## src/rtl/mem_bus_arbiter_pkg.sv

```systemverilog
// Shared encodings for the memory bus arbiter: FSM states, transaction owner,
// counter widths and the saturating-increment helper used by the perf counters.
package mem_bus_arbiter_pkg;

   typedef enum logic [1:0] {
      ST_IDLE = 2'd0,
      ST_ADDR = 2'd1,
      ST_RESP = 2'd2
   } state_t;

   typedef enum logic [1:0] {
      OWN_NONE = 2'd0,
      OWN_INST = 2'd1,
      OWN_DATA = 2'd2
   } owner_t;

   localparam int RUN_W  = 4;
   localparam int PERF_W = 32;

   function automatic logic [PERF_W-1:0] sat_inc(input logic [PERF_W-1:0] v);
      return (&v) ? v : v + PERF_W'(1);
   endfunction

endpackage

```

## src/rtl/mem_bus_arbiter_perf.sv

```systemverilog
// Optional saturating transaction/stall counters for mem_bus_arbiter.
// The module exists only when MEM_ARB_PERF_EN is defined.
`ifdef MEM_ARB_PERF_EN
module mem_arb_perf
   import mem_bus_arbiter_pkg::*;
(
   input  logic              clk,
   input  logic              rst,
   input  logic              inst_done,
   input  logic              data_done,
   input  logic              stall,
   output logic [PERF_W-1:0] inst_cnt,
   output logic [PERF_W-1:0] data_cnt,
   output logic [PERF_W-1:0] stall_cnt
);

   always_ff @(posedge clk or negedge rst) begin
      if (!rst) begin
         inst_cnt  <= '0;
         data_cnt  <= '0;
         stall_cnt <= '0;
      end else begin
         if (inst_done) inst_cnt  <= sat_inc(inst_cnt);
         if (data_done) data_cnt  <= sat_inc(data_cnt);
         if (stall)     stall_cnt <= sat_inc(stall_cnt);
      end
   end

endmodule
`endif

```

## src/rtl/mem_bus_arbiter.sv

```systemverilog
// Single-outstanding arbiter sharing one SRAM-like bus between fetch and load/store.
// Define MEM_ARB_PERF_EN to add the perf_inst_cnt/perf_data_cnt/perf_stall_cnt outputs.
module mem_bus_arbiter
   import mem_bus_arbiter_pkg::*;
#(
   parameter int AW           = 32,
   parameter int DW           = 32,
   parameter int MAX_DATA_RUN = 4
) (
   input  logic            clk,
   input  logic            rst,
   input  logic            flush,
   input  logic            inst_req,
   input  logic [AW-1:0]   inst_addr,
   output logic            inst_addr_ok,
   output logic            inst_data_ok,
   output logic [DW-1:0]   inst_rdata,
   input  logic            data_req,
   input  logic            data_wr,
   input  logic [DW/8-1:0] data_wstrb,
   input  logic [AW-1:0]   data_addr,
   input  logic [DW-1:0]   data_wdata,
   output logic            data_addr_ok,
   output logic            data_data_ok,
   output logic [DW-1:0]   data_rdata,
   output logic            bus_req,
   output logic            bus_wr,
   output logic [DW/8-1:0] bus_wstrb,
   output logic [AW-1:0]   bus_addr,
   output logic [DW-1:0]   bus_wdata,
   input  logic            bus_addr_ok,
   input  logic            bus_data_ok,
   input  logic [DW-1:0]   bus_rdata
`ifdef MEM_ARB_PERF_EN
   ,
   output logic [PERF_W-1:0] perf_inst_cnt,
   output logic [PERF_W-1:0] perf_data_cnt,
   output logic [PERF_W-1:0] perf_stall_cnt
`endif
);

   state_t           state, state_nx;
   owner_t           owner, owner_nx;
   logic [RUN_W-1:0] run_cnt;
   logic             discard;
   logic             grant_inst, grant_data;
   logic             inst_kill;

   logic [AW-1:0]    addr_q;
   logic             wr_q;
   logic [DW/8-1:0]  wstrb_q;
   logic [DW-1:0]    wdata_q;

   // A flush in the same cycle as the handshake already kills the inst response.
   assign inst_kill  = flush | discard;
   assign inst_rdata = bus_rdata;
   assign data_rdata = bus_rdata;

   always_comb begin
      state_nx     = state;
      owner_nx     = owner;
      grant_inst   = 1'b0;
      grant_data   = 1'b0;
      inst_addr_ok = 1'b0;
      data_addr_ok = 1'b0;
      inst_data_ok = 1'b0;
      data_data_ok = 1'b0;
      bus_req      = 1'b0;
      bus_wr       = 1'b0;
      bus_wstrb    = '0;
      bus_addr     = '0;
      bus_wdata    = '0;
      case (state)
         ST_IDLE: begin
            if (data_req && !(inst_req && run_cnt == RUN_W'(MAX_DATA_RUN)))
               grant_data = 1'b1;
            else if (inst_req)
               grant_inst = 1'b1;
            if (grant_data || grant_inst) begin
               state_nx = ST_ADDR;
               owner_nx = grant_data ? OWN_DATA : OWN_INST;
            end
         end
         ST_ADDR: begin
            bus_req   = 1'b1;
            bus_wr    = wr_q;
            bus_wstrb = wstrb_q;
            bus_addr  = addr_q;
            bus_wdata = wdata_q;
            if (bus_addr_ok) begin
               state_nx     = ST_RESP;
               inst_addr_ok = (owner == OWN_INST) && !inst_kill;
               data_addr_ok = (owner == OWN_DATA);
            end
         end
         ST_RESP: begin
            if (bus_data_ok) begin
               state_nx     = ST_IDLE;
               owner_nx     = OWN_NONE;
               inst_data_ok = (owner == OWN_INST) && !inst_kill;
               data_data_ok = (owner == OWN_DATA);
            end
         end
         default: begin
            state_nx = ST_IDLE;
            owner_nx = OWN_NONE;
         end
      endcase
   end

   always_ff @(posedge clk or negedge rst) begin
      if (!rst) begin
         state   <= ST_IDLE;
         owner   <= OWN_NONE;
         run_cnt <= '0;
         discard <= 1'b0;
      end else begin
         state <= state_nx;
         owner <= owner_nx;
         if (grant_data && inst_req)
            run_cnt <= run_cnt + RUN_W'(1);
         else if (grant_inst || !inst_req)
            run_cnt <= '0;
         if (state_nx == ST_IDLE)
            discard <= 1'b0;
         else if (flush && owner == OWN_INST && state != ST_IDLE)
            discard <= 1'b1;
      end
   end

   // Request fields are only visible on the bus while in ADDR, so they need no reset.
   always_ff @(posedge clk) begin
      if (grant_data || grant_inst) begin
         addr_q  <= grant_data ? data_addr : inst_addr;
         wr_q    <= grant_data & data_wr;
         wstrb_q <= grant_data ? data_wstrb : '0;
         wdata_q <= grant_data ? data_wdata : '0;
      end
   end

`ifdef MEM_ARB_PERF_EN
   mem_arb_perf u_perf (
      .clk       (clk),
      .rst       (rst),
      .inst_done (inst_data_ok),
      .data_done (data_data_ok),
      .stall     ((inst_req && !grant_inst) || (data_req && !grant_data)),
      .inst_cnt  (perf_inst_cnt),
      .data_cnt  (perf_data_cnt),
      .stall_cnt (perf_stall_cnt)
   );
`endif

endmodule
```

## config.mk

```make
export PLATFORM = sky130hd
export DESIGN_NAME = mem_bus_arbiter
export DESIGN_NICKNAME = d
export VERILOG_FILES = /design/src/rtl/mem_bus_arbiter_pkg.sv /design/src/rtl/mem_bus_arbiter_perf.sv /design/src/rtl/mem_bus_arbiter.sv
export SDC_FILE = /design/constraint.sdc
export NUM_CORES = 1
export LEC_CHECK = 0
export ABC_AREA = 1
export CORE_MARGIN = 2
export CORE_UTILIZATION = 35
export DETAILED_ROUTE_END_ITERATION = 10
export GPL_TIMING_DRIVEN = 1
export PLACE_DENSITY = 0.83
export SKIP_LAST_GASP = 1
export SYNTH_ARGS = -nofsm -noshare
export SYNTH_HDL_FRONTEND = slang
export SYNTH_SLANG_ARGS = --single-unit
export TNS_END_PERCENT = 100
```

## constraint.sdc

```tcl
create_clock -name clk -period 4 [get_ports clk]
set_input_delay 0.6 -clock clk [delete_from_list [all_inputs] [get_ports clk]]
set_output_delay 0.6 -clock clk [all_outputs]
set_load 0.02 [all_outputs]
```

# Yosys cells after proc, flatten, opt, wreduce, memory -nomap -nowiden
# Index checks and enable logic that the tools add are counted.
# Widths: inputs -> output; s select.
# op_classes
n_addsub,1
reduce_logical,18
bitwise,3
n_mux,33
eq_ne,7
# ops
op,count
$mux 32,3
$mux 1,19
$mux 2,6
$mux 4,3
$pmux 2 s3,2
$logic_and 1x1->1,6
$reduce_bool 2->1,3
$add 4x1->4 const B,1
$eq 2x1->1 const B,2
$eq 2x2->1 const B,2
$eq 4x3->1 const B,1
$logic_not 2->1,2
$ne 2x2->1 const B,2
$logic_not 1->1,3
$logic_or 1x1->1,3
$reduce_and 3->1,1
$and 1x1->1,1
$not 1->1,1
$or 1x1->1,1
# totals
out_inout_bits,138
inputBits,140
ff_bits,78
elab_cells,70

# Logic depth before layout (Yosys ltp)
# Gate-level depths: netlist of the first run.
# depth
depth_word,11
mapped_depth,7
depth_no_buf,7

# Worst setup path after synthesis of the first run
# No wires, ideal clock.
# synth_path
path_kind,input-to-reg
startpoint,input port data_req
endpoint,register addr_q[0] (enable)
setup_slack_ps,1314
cell_stages,5
path_buffers,1
required_ps,3577
setup_ps,423
t_arrival_ps,2263
path_cell_list,buf_2 > inv_1 > nand2_1 > nand2_1 > inv_1
# synth_via
elab_chain_len,5
word_cells_on_any_way,8
cone_classes,6 x mux; 2 x reduce/logical
# synth_rtl
element,line_no,rtl
start: declaration,mem_bus_arbiter.sv:18,"input logic data_req,"
$logic_and 1x1->1 *,mem_bus_arbiter.sv:75,if (data_req && !(inst_req && run_cnt == RUN_W'(MAX_DATA_RUN)))
$mux 1,mem_bus_arbiter.sv:75,
$mux 1 (2 in series),mem_bus_arbiter.sv:73,case (state)
$logic_or 1x1->1 *,mem_bus_arbiter.sv:133,if (grant_data || grant_inst) begin
end signal: assignment,mem_bus_arbiter.sv:134,addr_q <= grant_data ? data_addr : inst_addr;
end: declaration,mem_bus_arbiter.sv:49,logic [AW-1:0] addr_q;
# Every way passes the cells marked *; elsewhere a longest branch is shown, timed or not. The select of a mux whose other input is x is not followed.
# A chain may end at the register's enable or synchronous reset.

# Worst setup path after layout of the first run
# layout_path
startpoint,register state[1]
endpoint,output port data_addr_ok
# layout_via
elab_chain_len,2
# layout_rtl
element,line_no,rtl
start: declaration,mem_bus_arbiter.sv:42,"state_t state, state_nx;"
start signal: assignment,mem_bus_arbiter.sv:118,state <= state_nx;
$eq 2x1->1,mem_bus_arbiter.sv:73,
$mux 1,mem_bus_arbiter.sv:73,
end: declaration,mem_bus_arbiter.sv:23,"output logic data_addr_ok,"
# No other way between the ends.

==> metrics.cfg, run 1 <==
[cells_and_area]
n_antenna_cell=0
fillers=1172
final_util_pct=49.7
syn_to_final_growth_pct=39.5
nNetsFinal=790
drive_above_1_share_pct=3.68

[clock_tree]
clockBufferDepth=2
cts_setup_buffers=0
clk_latency_ns=0.34
tritoncts=built
cts_root_buf=clkbuf_16
cts_resized=0
cts_buffers=9
ctsHoldBuffers=0
cts.htree.levels=3
clkSinkCount=78
clk_pin_slew_ns=0.06

[yosys]
yosys.area.top_type_share_pct=46.2
synth_common_cells=nor2_1, inv_1, nand2_1
synthTopCellsByArea=edfxtp_1, buf_4, nor2_1
synth_most_common_cell=nor2_1
synth_edf_count=69
postSynthCellCount=539
synth_area_per_cell_um2=8.31
post-synth-top-area-cell=edfxtp_1
ys_ff_latch=78
synth-async-reset-ratio_pct=11.5
synth.yosys.seq_area_share_pct=51.3
synthDistinctLibCells=22
syn_area_um2=4480
ys.flop_type=edfxtp_1
synth_nets=681
ys_warn_count=0

[die]
initial_utilization_pct=35.6
coreArea_um2=12600
ios=278
die_h_um=117
rows=41
die_area_um2=13700
die_w_um=117

[placed_design]
port_buffers=181
gp_congestion=0.763
place_hpwl_um=8170

[grt]
grt_max_degree=41
grt_pass1_vias=3359
grt_overflow_total=0
grt_pass1_wl_um=16200
grt_use_total_pct=15.6
antenna_found_initial=0

[setup_path]
worstSetupPathType=reg -> out
worstPathRequired_ns=3.40
critPathLaunchType=flop
crit_arrival_ns=2.09
r2r_setup_slack_ns=1.88
end_kind=output pin
cp_max_fo=34

[drt]
via_count=3576
drt_iter0_markers=128
viasPerCell=4.33
drc=0
detailedRoute.firstPassIterationCount=4
wl_per_cell_um=13.0
ant_nets=0
wl_um=10800

[power_and_ir_drop]
finalPower_mw=4.19
pwr-share-seq_pct=33.3
ir_drop_mv=0.525
pwr-share-comb_pct=46.7
p_int_mw=2.62
power.switching_mw=1.57
clockPowerShare_pct=20.1
switching_share_pct=37.5
power_leakage_nw=2.82
p_per_area_nw_per_um2=671

[timing]
tns_ns=0
setup_viol=0
max-slew-margin-rel_pct=55.5
clock_skew_ns=0.00662
fin_crit_sh_pct=67.1
hold_viol=0
rsz0062_at_grt=no
maxSlewViolCount=0
max_freq_mhz=372
tightest_slew_ns=0.666
fin_crit_ns=2.69

[run]
max_cap_viol_count=0

[status]
status=complete, no violations

[worst_hold_path]
hp-class=reg -> reg

-- power by group through the flow --
stage / registers [mW] / clock network (mW) / logic (mW)
2_1_floorplan: 1.40 / 0 / 1.23
3_3_place_gp: 1.40 / 0 / 1.95
3_5_place_dp: 1.42 / 0 / 1.98
4_1_cts: 1.40 / 0.862 / 1.99
5_1_grt: 1.43 / 0.898 / 2.15
6_report: 1.40 / 0.841 / 1.96
-- cell type report --
cell class                 instances  area, um2  area share (%)
inverter                         118        443            7.09
tap                              172        215            3.44
sequential                        78       2300            36.8
multi-input combinational        253       1110            17.8
clock inverter                     7       78.8            1.26
clock buffer                       9        225            3.60
timing repair buffer             188       1880            30.0
-- logic make-up after synthesis --
group / count (synthesis) / synth area share [%]
flops: 78 / 51.3
fa+ha+maj: 2 / 0.558
xor+xnor: 1 / 0.196
compound gates: 7 / 1.01
simple gates: 243 / 23.1
buf+inv: 208 / 23.9
-- per-layer routing --
metal | part of all wire [%] | vias to the layer above | global-route usage [%] | wire (um)
met1 | 36 | 1579 | 16.6 | 3920
met4 | 2.4 | 0 | 7.14 | 261
met5 | 0 | - | 0 | 0
met2 | 52 | 179 | 27.7 | 5580
li1 | - | 1791 | - | -
met3 | 9.2 | 27 | 5.66 | 994
-- through the flow --
stage	cell area [um2]	std cells	hold WS, ns	worst slack [ns]
5_1_grt	6250	825	0.537	1.18
4_1_cts	6250	825	0.500	1.27
2_1_floorplan	4480	539	0.304	1.31
6_report	6250	825	0.494	1.31
3_5_place_dp	5950	809	0.487	1.39
3_3_place_gp	5950	809	0.464	1.42
-- cells in the final DEF, fill, tap and decap left out, types with 2 or more instances in the layout --
| cell | n |
|---|---|
| buf_4 | 6 |
| bufinv_16 | 2 |
| clkbuf_16 | 9 |
| clkdlybuf4s50_1 | 181 |
| clkinv_1 | 5 |
| dfrtp_1 | 9 |
| edfxtp_1 | 69 |
| ha_1 | 2 |
| inv_1 | 116 |
| inv_2 | 2 |
| nand2_1 | 79 |
| nand3_1 | 4 |
| nand4_1 | 34 |
| nor2_1 | 121 |
| o21ai_0 | 2 |
| o21bai_1 | 4 |
-- critical path, stage by stage (launching register included) --
cell and delay [ns]:
dfrtp_1 0.43, inv_1 0.09, nand2_2 0.06, buf_4 0.24, inv_2 0.10, nand2_1 0.09, nor2_1 0.11, clkdlybuf4s50_1 0.63
-- final timing paths --
path                                 start           end  cells after the start
worst max-delay path              state[1]  data_addr_ok                      7
worst min-delay path              owner[0]      owner[0]                      2
worst max register to register  run_cnt[0]    wstrb_q[3]                      6
worst min register to register    owner[0]      owner[0]                      2
max in group asynchronous              rst    run_cnt[3]                      1
min in group asynchronous              rst      state[0]                      1
-- sequential cells by signal, summed over array words and instances, names as in the netlist --
signal / flops
addr_q: 32
discard: 1
owner: 2
run_cnt: 4
state: 2
wdata_q: 32
wr_q: 1
wstrb_q: 4
Note: power is estimated with default switching activity, not from simulation.
==> run 2: changes to the inputs <==
==> constraint.sdc (replaced) <==
create_clock -name clk -period 2.63 [get_ports clk]
set_input_delay 0.3945 -clock clk [delete_from_list [all_inputs] [get_ports clk]]
set_output_delay 0.3945 -clock clk [all_outputs]
set_load 0.02 [all_outputs]
==> metrics.cfg, run 2 (synthesis gave the netlist of run 1 again) <==
[drt]
via_count=3560
wl_per_cell_um=12.6
drc=0
ant_nets=0
drt_iter0_markers=160
viasPerCell=4.30
detailedRoute.firstPassIterationCount=5
wl_um=10500

[power_and_ir_drop]
power_leakage_nw=2.85
finalPower_mw=6.51
ir_drop_mv=0.625
p_per_area_nw_per_um2=1030

[die]
initial_utilization_pct=35.6
die_h_um=117
coreArea_um2=12600
ios=278
die_w_um=117
die_area_um2=13700
rows=41

[clock_tree]
clkSinkCount=78
clk_pin_slew_ns=0.06
cts_root_buf=clkbuf_16
cts_resized=0
cts_setup_buffers=0
tritoncts=built
ctsHoldBuffers=0
cts.htree.levels=3
clockBufferDepth=2
cts_buffers=9
clk_latency_ns=0.33

[setup_path]
critPathLaunchType=flop
cp_max_fo=32
worstPathRequired_ns=2.24
crit_arrival_ns=1.96
end_kind=output pin
worstSetupPathType=reg -> out

[cells_and_area]
top_regs=addr_q (32), wdata_q (32)
stdcell_count=827
drive_above_1_share_pct=4.58
final_common_cell=clkdlybuf4s50_1
n_antenna_cell=0
final_util_pct=50.1
final_cell_mix=clkdlybuf4s50_1, nor2_1, inv_1, nand2_1, edfxtp_1
syn_to_final_growth_pct=40.6
nNetsFinal=792

[timing]
max-slew-margin-rel_pct=68.9
hold_viol=0
fin_crit_sh_pct=89.6
tns_ns=0
clock_skew_ns=0.00736
rsz0062_at_grt=no
maxSlewViolCount=0
setup_viol=0
tightest_slew_ns=0.462
fin_crit_ns=2.36
max_freq_mhz=424

[status]
status=complete, no violations

[grt]
grt_pass1_wl_um=15500
antenna_found_initial=0
grt_overflow_total=0
grt_use_total_pct=15.0
grt_pass1_vias=3194
grt_max_degree=38

[placed_design]
place_hpwl_um=7900
gp_congestion=0.803
place_inst=811
port_buffers=181

[run]
max_cap_viol_count=0

[worst_hold_path]
hp-class=in -> async

[run 2: changes by cell type in the layout (fill, tap and decap cells not counted), sizes merged]
cell and delta:
buf +3, bufinv +1, clkbuf +3, clkdlybuf4s50 -1, clkinv -4
[run 2: worst max-delay path, cell delays in order (launching register included)]
cell,delay [ns]
dfrtp_1,0.42
inv_1,0.08
nand2_2,0.08
buf_4,0.25
nor2_1,0.16
clkdlybuf4s50_1,0.62
[run 2: where the power goes]
group          internal (mW)  switching [mW]  total, mW
Combinational           1.20            1.77       2.97
Clock                  0.952           0.473       1.43
Sequential              1.98           0.140       2.12
[run 2: metrics by stage]
step,setup WS (ns),area (um2),hold WS [ns]
global route,0.136,6300,0.383
finish,0.274,6300,0.358
floorplan,0.101,4480,0.0989
global placement,0.451,5960,0.466
detailed placement,0.461,5960,0.487
CTS,0.241,6300,0.356
[run 2: metal layers]
layer | track usage (%) | vias up | routed length [um]
met4 | 7.14 | 0 | 192
li1 | - | 1792 | -
met5 | 0 | - | 0
met2 | 25.6 | 162 | 5350
met3 | 5.25 | 22 | 855
met1 | 16.7 | 1584 | 4070
[run 2: path summary, 6_finish.rpt]
path,start,to,slack [ns],cells after the start
worst min register to register,owner[0],owner[0],0.50,2
worst max-delay path,state[1],bus_addr[10],0.27,5
max in group asynchronous,rst,run_cnt[1],1.98,1
worst max register to register,run_cnt[0],addr_q[0],0.96,7
worst min-delay path,rst,state[1],0.36,1
min in group clk,owner[0],owner[0],0.50,2
[run 2: layout make-up]
| class | instances | area (um2) |
|---|---|---|
| fill | 1150 | 6270 |
| sequential | 78 | 2300 |
| timing repair buffer | 190 | 1890 |
| multi-input combinational | 253 | 1110 |
| inverter | 118 | 443 |
| clock buffer | 12 | 246 |
| tap | 172 | 215 |
| clock inverter | 4 | 95.1 |
